[config.mk]
export PLATFORM = sky130hd
export DESIGN_NAME = mvm_result_drain
export DESIGN_NICKNAME = d
export VERILOG_FILES = /design/src/rtl/mvm_pkg.sv /design/src/rtl/mvm_post_elem.sv /design/src/rtl/mvm_result_drain.sv
export SDC_FILE = /design/constraint.sdc
export NUM_CORES = 1
export LEC_CHECK = 0
export CAP_MARGIN = 30
export CORE_MARGIN = 2
export CORE_UTILIZATION = 55
export DETAILED_ROUTE_END_ITERATION = 12
export PLACE_DENSITY = 0.86
export SLEW_MARGIN = 0
export SYNTH_ARGS = -nofsm -noshare
export SYNTH_HDL_FRONTEND = slang
export SYNTH_SLANG_ARGS = --single-unit
[constraint.sdc]
create_clock -name i_clk_topMvm -period 6.9 [get_ports i_clk_topMvm]
set_input_delay 1.38 -clock i_clk_topMvm [delete_from_list [all_inputs] [get_ports i_clk_topMvm]]
set_output_delay 1.38 -clock i_clk_topMvm [all_outputs]
set_load 0.005 [all_outputs]
[src/rtl/mvm_pkg.sv]
// Shared types and helpers for the matrix-vector result drain stage.
package mvm_pkg;

   localparam int DEF_NUM_BIT = 16;
   localparam int DEF_NUM_DIM = 8;

   typedef logic signed [DEF_NUM_BIT-1:0] elem_t;

   typedef enum logic [1:0] {
      IDLE   = 2'b00,
      STREAM = 2'b01
   } state_t;

   localparam elem_t ELEM_MAX = {1'b0, {(DEF_NUM_BIT-1){1'b1}}};
   localparam elem_t ELEM_MIN = {1'b1, {(DEF_NUM_BIT-1){1'b0}}};

   // Signed add with one guard bit, clamped to the elem_t range.
   function automatic elem_t sat_add(elem_t a, elem_t b);
      logic [DEF_NUM_BIT:0] s;
      s = {a[DEF_NUM_BIT-1], a} + {b[DEF_NUM_BIT-1], b};
      if (s[DEF_NUM_BIT] != s[DEF_NUM_BIT-1]) begin
         return s[DEF_NUM_BIT] ? ELEM_MIN : ELEM_MAX;
      end
      return s[DEF_NUM_BIT-1:0];
   endfunction

endpackage

[src/rtl/mvm_post_elem.sv]
// Per-element post-processing: bias add, signed saturation, optional ReLU.
module mvm_post_elem
   import mvm_pkg::*;
#(
   parameter int NUM_BIT = DEF_NUM_BIT
) (
   input  logic [NUM_BIT-1:0] y,
   input  logic [NUM_BIT-1:0] bias,
   input  logic               relu_en,
   output logic [NUM_BIT-1:0] elem
);

   logic [NUM_BIT-1:0] sat;

   if (NUM_BIT == DEF_NUM_BIT) begin : g_pkg_width
      assign sat = sat_add(elem_t'(y), elem_t'(bias));
   end else begin : g_any_width
      logic [NUM_BIT:0] sum;
      assign sum = {y[NUM_BIT-1], y} + {bias[NUM_BIT-1], bias};

      // Clamp when the guard bit disagrees with the result sign bit.
      always_comb begin
         sat = sum[NUM_BIT-1:0];
         if (sum[NUM_BIT] != sum[NUM_BIT-1]) begin
            sat = sum[NUM_BIT] ? {1'b1, {(NUM_BIT-1){1'b0}}}
                               : {1'b0, {(NUM_BIT-1){1'b1}}};
         end
      end
   end

   assign elem = (relu_en && sat[NUM_BIT-1]) ? '0 : sat;

endmodule

[src/rtl/mvm_result_drain.sv]
// Captures a finished accumulator vector on the falling edge of isAcc,
// post-processes every element in parallel, then streams the elements out
// one per valid/ready transfer. Results arriving mid-stream are dropped and
// flagged through a sticky overrun bit.
module mvm_result_drain
   import mvm_pkg::*;
#(
   parameter int NUM_BIT = DEF_NUM_BIT,
   parameter int NUM_DIM = DEF_NUM_DIM,
   parameter int IDX_W   = $clog2(NUM_DIM)
) (
   input  logic                       i_clk_topMvm,
   input  logic                       i_rst_topMvm,
   input  logic                       i_isAcc,
   input  logic [NUM_DIM*NUM_BIT-1:0] i_y_vector,
   input  logic [NUM_DIM*NUM_BIT-1:0] i_bias,
   input  logic                       i_relu_en,
   input  logic                       i_ready,
   input  logic                       i_clear_overrun,
   output logic [NUM_BIT-1:0]         o_data,
   output logic                       o_valid,
   output logic [IDX_W-1:0]           o_idx,
   output logic                       o_last,
   output logic                       o_busy,
   output logic                       o_overrun
);

   state_t             state_q;
   state_t             state_d;
   logic               isacc_d;
   logic               capture;
   logic               accept;
   logic               xfer;
   logic               at_last;
   logic [IDX_W-1:0]   idx_q;
   logic               overrun_q;
   logic [NUM_BIT-1:0] buf_q     [NUM_DIM];
   logic [NUM_BIT-1:0] post_elem [NUM_DIM];

   for (genvar g = 0; g < NUM_DIM; g++) begin : g_post
      mvm_post_elem #(
         .NUM_BIT (NUM_BIT)
      ) u_post (
         .y       (i_y_vector[g*NUM_BIT +: NUM_BIT]),
         .bias    (i_bias[g*NUM_BIT +: NUM_BIT]),
         .relu_en (i_relu_en),
         .elem    (post_elem[g])
      );
   end

   assign capture = isacc_d & ~i_isAcc;
   assign accept  = capture && (state_q == IDLE);
   assign at_last = (idx_q == IDX_W'(NUM_DIM - 1));
   assign xfer    = o_valid & i_ready;

   // Delayed busy flag for the done (1->0) edge detect.
   always_ff @(posedge i_clk_topMvm or posedge i_rst_topMvm) begin
      if (i_rst_topMvm) isacc_d <= 1'b0;
      else              isacc_d <= i_isAcc;
   end

   // FSM state register.
   // NOTE: registers take non-blocking assignments so every flop samples pre-edge values.
   always_ff @(posedge i_clk_topMvm or posedge i_rst_topMvm) begin
      if (i_rst_topMvm) state_q <= IDLE;
      else              state_q <= state_d;
   end

   // FSM next state: start on an accepted capture, finish on the last transfer.
   // NOTE: the default at the top of every always_comb keeps it from inferring a latch.
   always_comb begin
      state_d = IDLE;
      case (state_q)
         IDLE:    state_d = accept ? STREAM : IDLE;
         STREAM:  state_d = (xfer && at_last) ? IDLE : STREAM;
         default: state_d = IDLE;
      endcase
   end

   // FSM outputs: everything is zero outside STREAM.
   always_comb begin
      o_valid = 1'b0;
      o_busy  = 1'b0;
      o_data  = '0;
      o_idx   = '0;
      o_last  = 1'b0;
      if (state_q == STREAM) begin
         o_valid = 1'b1;
         o_busy  = 1'b1;
         o_data  = buf_q[idx_q];
         o_idx   = idx_q;
         o_last  = at_last;
      end
   end

   // Element index: cleared on capture, advanced on each transfer.
   always_ff @(posedge i_clk_topMvm or posedge i_rst_topMvm) begin
      if (i_rst_topMvm)      idx_q <= '0;
      else if (accept)       idx_q <= '0;
      else if (xfer)         idx_q <= at_last ? '0 : idx_q + IDX_W'(1);
   end

   // Result buffer: loads every processed element in the capture cycle.
   // NOTE: the buffer is reset so a reset mid-stream leaves no stale vector behind.
   always_ff @(posedge i_clk_topMvm or posedge i_rst_topMvm) begin
      if (i_rst_topMvm) begin
         for (int i = 0; i < NUM_DIM; i++) buf_q[i] <= '0;
      end else if (accept) begin
         for (int i = 0; i < NUM_DIM; i++) buf_q[i] <= post_elem[i];
      end
   end

   // Sticky overrun: a capture outside IDLE sets it, set beats clear.
   always_ff @(posedge i_clk_topMvm or posedge i_rst_topMvm) begin
      if (i_rst_topMvm)                      overrun_q <= 1'b0;
      else if (capture && state_q != IDLE)   overrun_q <= 1'b1;
      else if (i_clear_overrun)              overrun_q <= 1'b0;
   end

   assign o_overrun = overrun_q;

endmodule

### After elaboration in Yosys (flattened, before gate mapping)

Cells that the tools add are included.

* flip-flop bits (word level): 135
* bits in latches: 0
* RAM bits: 0
* ROM bits: 0
* output and inout bits: 23
* memories kept: 0

* $add $sub $neg: 9
* $mul: 0
* divide/modulo/power cells: 0
* magnitude comparators: 1
* eq/ne operators: 10
* shift operators: 0
* muxes and demuxes: 55
* bitwise operators: 4
* reduce and logical (&&, ||, !) cells: 15

Operator list (count)
* two-way mux 16 bit: 35
* adder 16 x 16 -> 17 bit: 8
* binary-select mux 16 bit (select 3 bit): 1
* two-way mux 1 bit: 14
* two-way mux 3 bit: 4
* logical AND 1 bit: 11
* inequality test 1 bit: 8
* nonzero test 2 bit: 3
* >= comparator 4 bit (second input constant): 1
* NOT 3 -> 4 bit: 1
* adder 3 x 1 -> 3 bit (second input constant): 1
* == test 3 bit (second input constant): 1
* bitwise AND 1 bit: 2
* == test 2 x 1 -> 1 bit (second input constant): 1
* logical NOT 2 bit: 1
* case mux 1 bit (2 select lines): 1
* NOT 1 bit: 1

### Longest topological paths before layout

Gate-level depths: netlist of the first run.

* depth in word-level cells: 6
* mapped depth: 12

### By module

A second synthesis of the first run with hierarchy kept.

* cell total of the unflattened synthesis: 1763
* area total of the unflattened synthesis: 15579.9 um2

Modules (own cells, without submodules)
* mvm_result_drain: instances 1, cells an instance 413, area an instance 6087.1 um2, seq. area each 3353.2 um2
* mvm_post_elem at g_post[0].u_post ...: instances 4, cells an instance 144, area an instance 1093.5 um2, seq. area each 0.0 um2
* mvm_post_elem at g_post[4].u_post ...: instances 3, cells an instance 209, area an instance 1361.3 um2, seq. area each 0.0 um2
* mvm_post_elem at g_post[7].u_post: instances 1, cells an instance 147, area an instance 1034.7 um2, seq. area each 0.0 um2

### Worst setup path after synthesis of the first run

Ideal clock, no wire load.

* path type: input port to flip-flop
* from: input i_y_vector[80]
* to: register buf_q[34] in the netlist's numbering
* library setup time: 0.141 ns
* arrival: 3.517 ns
* data required time: 6.759 ns
* slack: 3.242 ns
* cell stages on the path: 11
* path buffers: 1
* cell sequence: ha_1 fa_1 a211oi_1 o21ai_1 a41oi_1 o21ai_2 a21boi_2 nor2_2 buf_6 o21ai_0 a31oi_1

* word-level cells in the longest chain between the ends: 6

RTL lines
* start: declaration: RTL line mvm_result_drain.sv:15 `input logic [NUM_DIM*NUM_BIT-1:0] i_y_vector,`
* adder 16 x 16 -> 17 bit *: RTL line mvm_pkg.sv:20 `s = {a[DEF_NUM_BIT-1], a} + {b[DEF_NUM_BIT-1], b};`
* two-way mux 16 bit or inequality test 1 bit (tied branches): RTL line mvm_pkg.sv:22, mvm_pkg.sv:21
* two-way mux 16 bit or two-way mux 1 bit (tied branches): RTL line mvm_pkg.sv:21 `if (s[DEF_NUM_BIT] != s[DEF_NUM_BIT-1]) begin`
* two-way mux 16 bit *: RTL line mvm_pkg.sv:24 `return s[DEF_NUM_BIT-1:0];`
* logical AND 1 bit: RTL line mvm_post_elem.sv:31 `assign elem = (relu_en && sat[NUM_BIT-1]) ? '0 : sat;`
* two-way mux 16 bit *: RTL line mvm_post_elem.sv:31
* end: declaration: RTL line mvm_result_drain.sv:37 `logic [NUM_BIT-1:0] buf_q [NUM_DIM];`

Mark *: on every way between the ends. The rest lies on a longest branch, timed or not. The select of a mux whose other input is x is not followed.
A chain may end at the register's enable or synchronous reset.

### Final worst setup path of the first run

* from: input i_y_vector[96]
* to: register buf_q[21] in the netlist's numbering

Same word-level chain as after synthesis.

==> results.toml, run 1 <==
[run_status]
status = "complete, no violations"

[die]
die_x_um = 161
start_util_pct = 55.9
fp.dieH_um = 161
design.die.area_sq_um = 26000
placementRows = 57
core_area_sq_um = 24300
ios = 285

[power]
power_w = 0.00508
internal_power_w = 0.00312
clockPowerShare_pct = 20.6
p_leak_nw = 7.10
combPwrFrac_pct = 49.1
power_frac_seq_pct = 30.3
irDropWorstVdd_uv = 202
p_sw_w = 0.00196
power_density_nw_per_um2 = 295
netSwitchingFraction_pct = 38.6

[worst_setup_path]
crit_arrival_ns = 4.74
crit_path_end_kind = "register"
required_ns = 7.18
r2r_setup_slack_ns = 4.11
start_kind = "primary input"
worst-path-max-fanout = 19
worstSetupPathType = "primary input to register"

[timing]
drv_slew = 0
rsz0062_at_grt = "false"
period_share_pct = 64.6
finalClockSkew_ns = 0.00504
max_slew_margin_pct = 34.8
fin_tns_setup_ns = 0
hold_violations = 0
fin_hold_ws_ns = 0.482
fin_crit_ns = 4.46
tightest_slew_ns = 0.973
finalSetupViolations = 0
fmax_ghz = 0.224

[cts]
cts_root_buf = "clkbuf_16"
cts.clk_slew.worst_paths_ns = 0.06
h-tree-depth = 4
numCtsBuffers = 17
tritoncts = "done"
ctsResizeCount = 0
post_cts_buffers = 0
cts_sinks = 134
clk_latency_ns = 0.43
cts_hold_buf = 0
cts.path.max_buffers = 2

[global_routing]
grt_pass1_wl_mm = 63.9
grt_pass1_vias = 13000
grt_max_degree = 76
grt-ovfl-total = 0
track_usage_pct = 30.2
grt_antenna_before_repair = 0

[routing]
num_vias = 13600
wl_per_cell_um = 18.2
drt-initial-drc-count = 1309
viasPerCell = 6.20
routed_wl_mm = 39.9
drtAntennaViolNets = 0
route.detailed.drc = 0
dr.pass1.iters = 10

[yosys]
synth_edf_count = 0
synth_nets = 2018
ys.flop_type = "dfrtp_1"
synth_cells = 1618
synthArstFlopShare_pct = 100
yosysWarnings = 0
yosysUniqueCellTypes = 85
synth_area_sq_um = 13600
syn_avg_cell_area_sq_um = 8.40
ys_seq_elements = 134
ys_seq_area_share_pct = 24.7

[cells_and_area]
fin_nets = 2251
n_antenna_cell = 0
drive_gt1_share_pct = 6.44
area_delta_synth_final_pct = 26.6
fillCellCount = 1849
final_util_pct = 70.8
fin_area_sq_um = 17200

[place]
place_area_sq_um = 16500
place_hpwl_mm = 30.3
io_buffers = 284
place.gp.congestion = 0.917

[hold_path]
hold_class = "register to register"

[job]
maxCapViolations = 0
==> state kept, by name, indices dropped and copies added (netlist names) <==
signal     count
idx_q          3
o_overrun      1
buf_q        128
state_q        1
isacc_d        1
==> metrics by stage <==
step | std cells | worst slack, ns
after global routing | 2188 | 2.20
after detailed placement | 2156 | 2.14
after global placement | 2154 | 2.32
final | 2188 | 2.44
after floorplan | 1618 | 1.94
after CTS | 2188 | 2.50
==> layer usage <==
layer	vias up	global-route usage, %	part of all wire (%)
li1	6468	-	-
met1	6431	35.7	38
met2	568	54.5	51
met3	106	6.06	7.2
met4	0	10.6	3.2
met5	-	0	0
==> synth_stat cells (all sizes together), types with 18 or more instances <==
cell    count  share of area [%]
a21oi     149                5.6
nor2      202                5.7
or3        33                1.6
nor3       35                1.3
clkbuf     51                1.4
buf        27                1.4
o21ai     153                5.7
dfrtp     134                 25
inv        34               0.94
nand2     103                2.8
mux2i      18                1.3
ha        130                 12
o21a       30                1.7
a21o       51                2.8
xor2       37                2.4
xnor2      61                4.0
nand3      30                1.2
nor2b      29                1.3
mux4       32                5.3
a31oi      45                2.3
o21bai     21                1.2
==> cell type report <==
| type | instances | area (sq um) | area share (%) |
|---|---|---|---|
| clock buffer | 19 | 443 | 2.57 |
| clock inverter | 13 | 228 | 1.32 |
| inverter | 35 | 134 | 0.778 |
| multi-input combinational | 1371 | 9740 | 56.6 |
| sequential | 134 | 3350 | 19.5 |
| tap | 324 | 405 | 2.36 |
| timing repair buffer | 292 | 2910 | 16.9 |
==> worst paths after layout <==
path,endpoint,start,depth (start not counted)
max in group asynchronous,buf_q[84]$_DFFE_PP0P_,i_rst_topMvm,3
worst max register to register,buf_q[29]$_DFFE_PP0P_,state_q[0]$_DFF_PP0_,5
worst min-delay path,buf_q[92]$_DFFE_PP0P_,buf_q[92]$_DFFE_PP0P_,2
worst min register to register,buf_q[92]$_DFFE_PP0P_,buf_q[92]$_DFFE_PP0P_,2
worst max-delay path,buf_q[21]$_DFFE_PP0P_,i_y_vector[96],11
min in group asynchronous,buf_q[53]$_DFFE_PP0P_,i_rst_topMvm,2
==> cells in the final DEF, fill, tap and decap left out, types with 21 or more instances in the layout <==
master,netlist,layout
o21bai_1,21,21
o21ai_0,136,136
nor3_1,35,35
xnor2_1,59,59
nor2_1,198,198
nor2b_1,29,29
o21a_1,30,30
ha_1,130,130
inv_1,34,33
clkdlybuf4s50_1,0,283
a21oi_1,146,146
nand3_1,28,28
or3_1,31,31
xor2_1,37,37
nand2_1,103,103
dfrtp_1,134,133
a31oi_1,42,42
mux4_2,32,32
a21o_1,51,51
==> power groups by stage <==
stage | Clock [W] | Combinational, W | Sequential (W)
finish | 0.00105 | 0.00249 | 0.00154
floorplan | 0 | 0.00169 | 0.00130
global route | 0.00108 | 0.00271 | 0.00156
detailed placement | 0 | 0.00243 | 0.00153
CTS | 0.00104 | 0.00247 | 0.00152
global placement | 0 | 0.00232 | 0.00154
==> cells by family (layout without fill, tap and decap cells) <==
kind of cell	after synthesis	in the layout	share of synthesized area [%]
muxes	57	57	7.21
buffers and inverters	113	359	3.75
and+or+nand+nor	502	502	17.4
AOI/OAI and AO/OA	576	576	27.4
DFF	134	134	24.7
adders and majority gates	138	138	13.1
xor gates and xnor gates	98	98	6.42
==> critical path, cell delays in order <==
cell and delay [ns]:
clkdlybuf4s50_1 0.40, ha_1 0.25, fa_1 0.43, a21oi_1 0.27
o2111ai_1 0.19, nand2_1 0.13, o2bb2ai_1 0.12, a31oi_2 0.72
clkinv_1 0.48, a21oi_1 0.27, o21ai_0 0.11
No activity file was read; power rests on OpenSTA's default activity.
==> inputs of run 2 (changes only) <==
--- a/config.mk
+++ b/config.mk
@@ -7,9 +7,9 @@
 export LEC_CHECK = 0
 export CAP_MARGIN = 30
 export CORE_MARGIN = 2
-export CORE_UTILIZATION = 55
+export CORE_UTILIZATION = 53
 export DETAILED_ROUTE_END_ITERATION = 12
-export PLACE_DENSITY = 0.86
+export PLACE_DENSITY = 0.83
 export SLEW_MARGIN = 0
 export SYNTH_ARGS = -nofsm -noshare
 export SYNTH_HDL_FRONTEND = slang
==> constraint.sdc (replaced) <==
create_clock -name i_clk_topMvm -period 4.5 [get_ports i_clk_topMvm]
set_input_delay 0.9 -clock i_clk_topMvm [delete_from_list [all_inputs] [get_ports i_clk_topMvm]]
set_output_delay 0.9 -clock i_clk_topMvm [all_outputs]
set_load 0.005 [all_outputs]
==> run 2 against run 1 <==
  * Clock skew increased by 0.0039 ns
  * Global-route usage shrank 0.54 points
  * Sequential share of layout area is 0.080 points lower
  * Non-clock buffer count increased by 7
  * First-iteration DRC count is 23% lower
  * Die area is 3.7% higher
  * Worst setup slack lost 1.7 ns
  * Flip-flop and latch count unchanged
==> results.toml, run 2 (synthesis results as in run 1) <==
[run_status]
status = "complete, no violations"

[cells_and_area]
fin_nets = 2258
drive_gt1_share_pct = 6.79
area_delta_synth_final_pct = 27.1
top_regs = "buf_q: 128 flops, idx_q: 3 flops"
largest_reg_flops = 128
fillCellCount = 2001
layout_commonest_cell = "clkdlybuf4s50_1"
stdcell_count = 2201
most-common-layout-cells = "clkdlybuf4s50_1 (283), nor2_1 (198), a21oi_1 (146)"
regMostFlops = "buf_q"
n_antenna_cell = 0

[timing]
drv_slew = 0
fin_tns_setup_ns = 0
fin_crit_ns = 3.79
fin_ws_ns = 0.710
max_slew_margin_pct = 35.7
tightest_slew_ns = 0.961
finalClockSkew_ns = 0.00893
finalSetupViolations = 0
hold_violations = 0
period_share_pct = 84.2
fmax_ghz = 0.264
rsz0062_at_grt = "false"

[worst_setup_path]
cpPeakStageDelay_ns = 0.72
cp.depth = 5
rr_worst_depth = 4
start_kind = "register"
crit_path_end_kind = "primary output"
worst-path-buf-inv = 2
worst-path-max-fanout = 19
path_cells = "buf_4 > mux4_2 > mux2i_1 > nor2b_1 > clkdlybuf4s50_1"
cpLargestDelayFamily = "multiplexers"
crit_slowest_cell = "dfrtp_2"
crit_arrival_ns = 2.89
worstSetupPathType = "register to primary output"
required_ns = 3.60

[power]
p_leak_nw = 7.12
irDropWorstVdd_uv = 345
power_density_nw_per_um2 = 448
power_w = 0.00774

[routing]
routed_wl_mm = 39.9
route.detailed.drc = 0
drtAntennaViolNets = 0
dr.pass1.iters = 6
num_vias = 13500
drt-initial-drc-count = 1003
viasPerCell = 6.14
wl_per_cell_um = 18.1

[place]
place_inst = 2169
pre_cts_ws_ns = 0.417
io_buffers = 284
place_hpwl_mm = 31.2
place.gp.congestion = 0.905

[cts]
cts_sinks = 134
cts.path.max_buffers = 2
tritoncts = "done"
cts.clk_slew.worst_paths_ns = 0.06
clk_latency_ns = 0.43
numCtsBuffers = 17
cts_root_buf = "clkbuf_16"
ctsResizeCount = 0
cts_hold_buf = 0
h-tree-depth = 4
post_cts_buffers = 0

[hold_path]
min_path_cells = 2
hold_class = "register to register"

[global_routing]
busiest_layer = "met2"
use_met3_pct = 7.40
grt_antenna_before_repair = 0
grt_pass1_vias = 13000
met2_usage_pct = 51.7
globalRouteMet1Util_pct = 35.0
grt_max_degree = 76
grt_pass1_wl_mm = 63.9
grt-ovfl-total = 0
track_usage_pct = 29.6

[die]
core_area_sq_um = 25200
design.die.area_sq_um = 26900
ios = 285
start_util_pct = 54.0
placementRows = 58
die_x_um = 164
fp.dieH_um = 164

[job]
maxCapViolations = 0
run 2: where the power goes:
part / total, W / switching [W] / internal (W)
Sequential: 0.00236 / 0.000590 / 0.00177
Clock: 0.00155 / 0.000540 / 0.00101
Combinational: 0.00382 / 0.00185 / 0.00197
Total: 0.00774 / 0.00298 / 0.00476
run 2: layout make-up:
| class | instances | area, sq um | share of cell area, % |
|---|---|---|---|
| multi-input combinational | 1371 | 9740 | 56.3 |
| sequential | 134 | 3350 | 19.4 |
| timing repair buffer | 299 | 2990 | 17.3 |
| tap | 330 | 413 | 2.39 |
| clock inverter | 12 | 200 | 1.16 |
| clock buffer | 20 | 457 | 2.64 |
| inverter | 35 | 134 | 0.775 |
run 2: routing by layer:
metal / share of wire, % / wire (um) / vias to the layer above
met1: 39 / 15400 / 6380
met4: 3.9 / 1570 / 0
met2: 50 / 19700 / 525
met3: 7.8 / 3100 / 109
li1: - / - / 6493
met5: 0 / 0 / -
run 2: worst paths after layout:
kind,from,end,slack [ns]
setup / recovery,idx_q[0]$_DFFE_PP0P_,o_data[1],0.71
hold / removal,buf_q[64]$_DFFE_PP0P_,buf_q[64]$_DFFE_PP0P_,0.49
setup reg to reg,state_q[0]$_DFF_PP0_,buf_q[10]$_DFFE_PP0P_,1.95
hold reg to reg,buf_q[64]$_DFFE_PP0P_,buf_q[64]$_DFFE_PP0P_,0.49
max in group asynchronous,i_rst_topMvm,buf_q[70]$_DFFE_PP0P_,2.71
min in group asynchronous,i_rst_topMvm,buf_q[52]$_DFFE_PP0P_,0.95
run 2: worst register-to-register path, stage by stage, from the launching register on:
cell and delay [ns]:
dfrtp_1 0.66, or3b_2 0.89, buf_4 0.34, o41a_1 0.46, o31ai_1 0.09
run 2: metrics by stage:
| stage | cell area (sq um) | hold WS [ns] | utilization (%) |
|---|---|---|---|
| after floorplan | 13600 | 0.443 | - |
| after global placement | 16600 | 0.464 | 66.0 |
| after detailed placement | 16600 | 0.470 | 66.0 |
| after CTS | 17300 | 0.483 | 68.6 |
| after global routing | 17300 | 0.510 | 68.6 |
| final | 17300 | 0.490 | 68.6 |
==> inputs of run 3 (changes only) <==
==> constraint.sdc (replaced) <==
create_clock -name i_clk_topMvm -period 3.65 [get_ports i_clk_topMvm]
set_input_delay 0.73 -clock i_clk_topMvm [delete_from_list [all_inputs] [get_ports i_clk_topMvm]]
set_output_delay 0.73 -clock i_clk_topMvm [all_outputs]
set_load 0.005 [all_outputs]
==> run 3 against run 2 <==
  * Sequential power is 21% higher
  * Final cell count grew 1.0%
  * Die area stayed put
  * Clock power grew 5%
  * First-iteration DRC count is 11% higher
  * Global-route usage about the same
  * Count of clock-buffer cells in the layout fell by 1
  * Via count is 0.70% higher
  * Critical path depth unchanged
  * Hold slack got worse by 0.0077 ns
  * Core utilization up 0.51 points
==> results.toml, run 3 (synthesis results as in run 1) <==
[run_status]
status = "complete, no violations"

[hold_path]
min_to = "buf_q[63]$_DFFE_PP0P_"
min_path_cells = 2
min-delay-start = "buf_q[63]$_DFFE_PP0P_"
hold_class = "register to register"

[cells_and_area]
fillCellCount = 2003
n_antenna_cell = 0
regMostFlops = "buf_q"
fin_area_sq_um = 17400
area_delta_synth_final_pct = 28.1
largest_reg_flops = 128
fin_nets = 2281
most-common-layout-cells = "clkdlybuf4s50_1 (283), nor2_1 (198), a21oi_1 (146)"
top_regs = "buf_q: 128 flops, idx_q: 3 flops"
layout_commonest_cell = "clkdlybuf4s50_1"
drive_gt1_share_pct = 7.97
stdcell_count = 2224
final_util_pct = 69.1

[worst_setup_path]
path_cells = "buf_4 > mux4_2 > mux2i_1 > nor2b_1 > clkdlybuf4s50_1"
rr_worst_depth = 5
required_ns = 2.92
worstSetupPathType = "register to primary output"
crit_path_end_kind = "primary output"
worstReg2RegEnd = "buf_q[124]$_DFFE_PP0P_"
start_kind = "register"
cpPeakStageDelay_ns = 0.59
crit_arrival_ns = 2.63
worst-path-max-fanout = 9
reg2reg_from = "state_q[0]$_DFF_PP0_"
r2r_setup_slack_ns = 1.16
crit_slowest_cell = "mux4_2"

[die]
start_util_pct = 54.0
design.die.area_sq_um = 26900
core_area_sq_um = 25200
placementRows = 58
fp.dieH_um = 164
die_x_um = 164
ios = 285

[timing]
fin_ws_ns = 0.287
max_slew_margin_pct = 37.8
finalSetupViolations = 0
fin_crit_ns = 3.36
fmax_ghz = 0.297
period_share_pct = 92.1
finalClockSkew_ns = 0.00486
hold_violations = 0
drv_slew = 0
rsz0062_at_grt = "false"
tightest_slew_ns = 0.933

[global_routing]
grt_antenna_before_repair = 0
met2_usage_pct = 52.9
track_usage_pct = 29.7
grt_pass1_vias = 13200
grt_pass1_wl_mm = 64.0
grt_max_degree = 76
use_met3_pct = 5.13
busiest_layer = "met2"
globalRouteMet1Util_pct = 35.4
grt-ovfl-total = 0

[power]
power_w = 0.00935
combPwrFrac_pct = 52.0
p_sw_w = 0.00369
internal_power_w = 0.00566
power_density_nw_per_um2 = 537
netSwitchingFraction_pct = 39.5
power_frac_seq_pct = 30.6
p_leak_nw = 7.20
clockPowerShare_pct = 17.4
irDropWorstVdd_uv = 426

[job]
maxCapViolations = 0

[place]
place_inst = 2192
place.gp.congestion = 0.917
place_area_sq_um = 16800
pre_cts_ws_ns = -0.0174
io_buffers = 284
place_hpwl_mm = 31.7

[routing]
routed_wl_mm = 40.2
drtAntennaViolNets = 0
dr.pass1.iters = 5
viasPerCell = 6.12
route.detailed.drc = 0
wl_per_cell_um = 18.1
num_vias = 13600
drt-initial-drc-count = 1113

[cts]
cts_hold_buf = 0
h-tree-depth = 4
clk_latency_ns = 0.43
tritoncts = "done"
cts.clk_slew.worst_paths_ns = 0.06
cts_root_buf = "clkbuf_16"
cts.path.max_buffers = 2
numCtsBuffers = 17
cts_sinks = 134
ctsResizeCount = 0
post_cts_buffers = 0
[run 3: cell types whose count changed in the layout (fill, tap and decap cells not counted), sizes merged]
cell      delta
clkbuf       -1
clkinv       +1
bufinv       -4
inv          -1
buf         +23
clkinvlp     +5
[run 3: per-layer routing]
metal	wire length (um)	vias up
li1	-	6522
met1	15700	6471
met2	20300	515
met3	2690	94
met4	1510	0
met5	0	-
[run 3: how the worst max path moves through the flow]
| stage | end | startpoint | cells after the start | slack (ns) |
|---|---|---|---|---|
| CTS | o_data[4] | idx_q[0]$_DFFE_PP0P_ | 5 | 0.26 |
| finish | o_data[4] | idx_q[0]$_DFFE_PP0P_ | 5 | 0.29 |
| detailed placement | buf_q[57]$_DFFE_PP0P_ | i_y_vector[64] | 11 | -0.02 |
| global placement | buf_q[101]$_DFFE_PP0P_ | i_y_vector[16] | 11 | 0.07 |
| floorplan | buf_q[34]$_DFFE_PP0P_ | i_y_vector[80] | 11 | 0.64 |
| global route | buf_q[84]$_DFFE_PP0P_ | i_y_vector[32] | 11 | 0.14 |
[run 3: power by group through the flow]
stage / logic (W) / registers [W] / clock network (W)
after CTS: 0.00485 / 0.00284 / 0.00162
after global placement: 0.00466 / 0.00283 / 0
after floorplan: 0.00320 / 0.00245 / 0
after global routing: 0.00533 / 0.00290 / 0.00170
after detailed placement: 0.00479 / 0.00286 / 0
final: 0.00486 / 0.00286 / 0.00162
[run 3: cell type report]
cell class / count / area, sq um / share of cell area, %
multi-input cells: 1371 / 9740 / 55.9
flip-flops and latches: 134 / 3350 / 19.3
repair buffers: 322 / 3210 / 18.4
clock buffers: 19 / 453 / 2.60
well taps: 330 / 413 / 2.37
inverters: 35 / 135 / 0.776
clock inverters: 13 / 108 / 0.618
[run 3: critical path, delay by kind of cell, from the launching register on]
| family | cells | cell delay (ns) |
|---|---|---|
| simple gates | 1 | 0.11 |
| buf+inv | 2 | 0.76 |
| mux | 2 | 0.81 |
| flops | 1 | 0.52 |
[run 3: stage by stage]
stage	setup TNS, ns	hold WS [ns]
2_1_floorplan	0	0.443
3_3_place_gp	0	0.457
3_5_place_dp	-0.0174	0.471
4_1_cts	0	0.484
5_1_grt	0	0.511
6_report	0	0.482
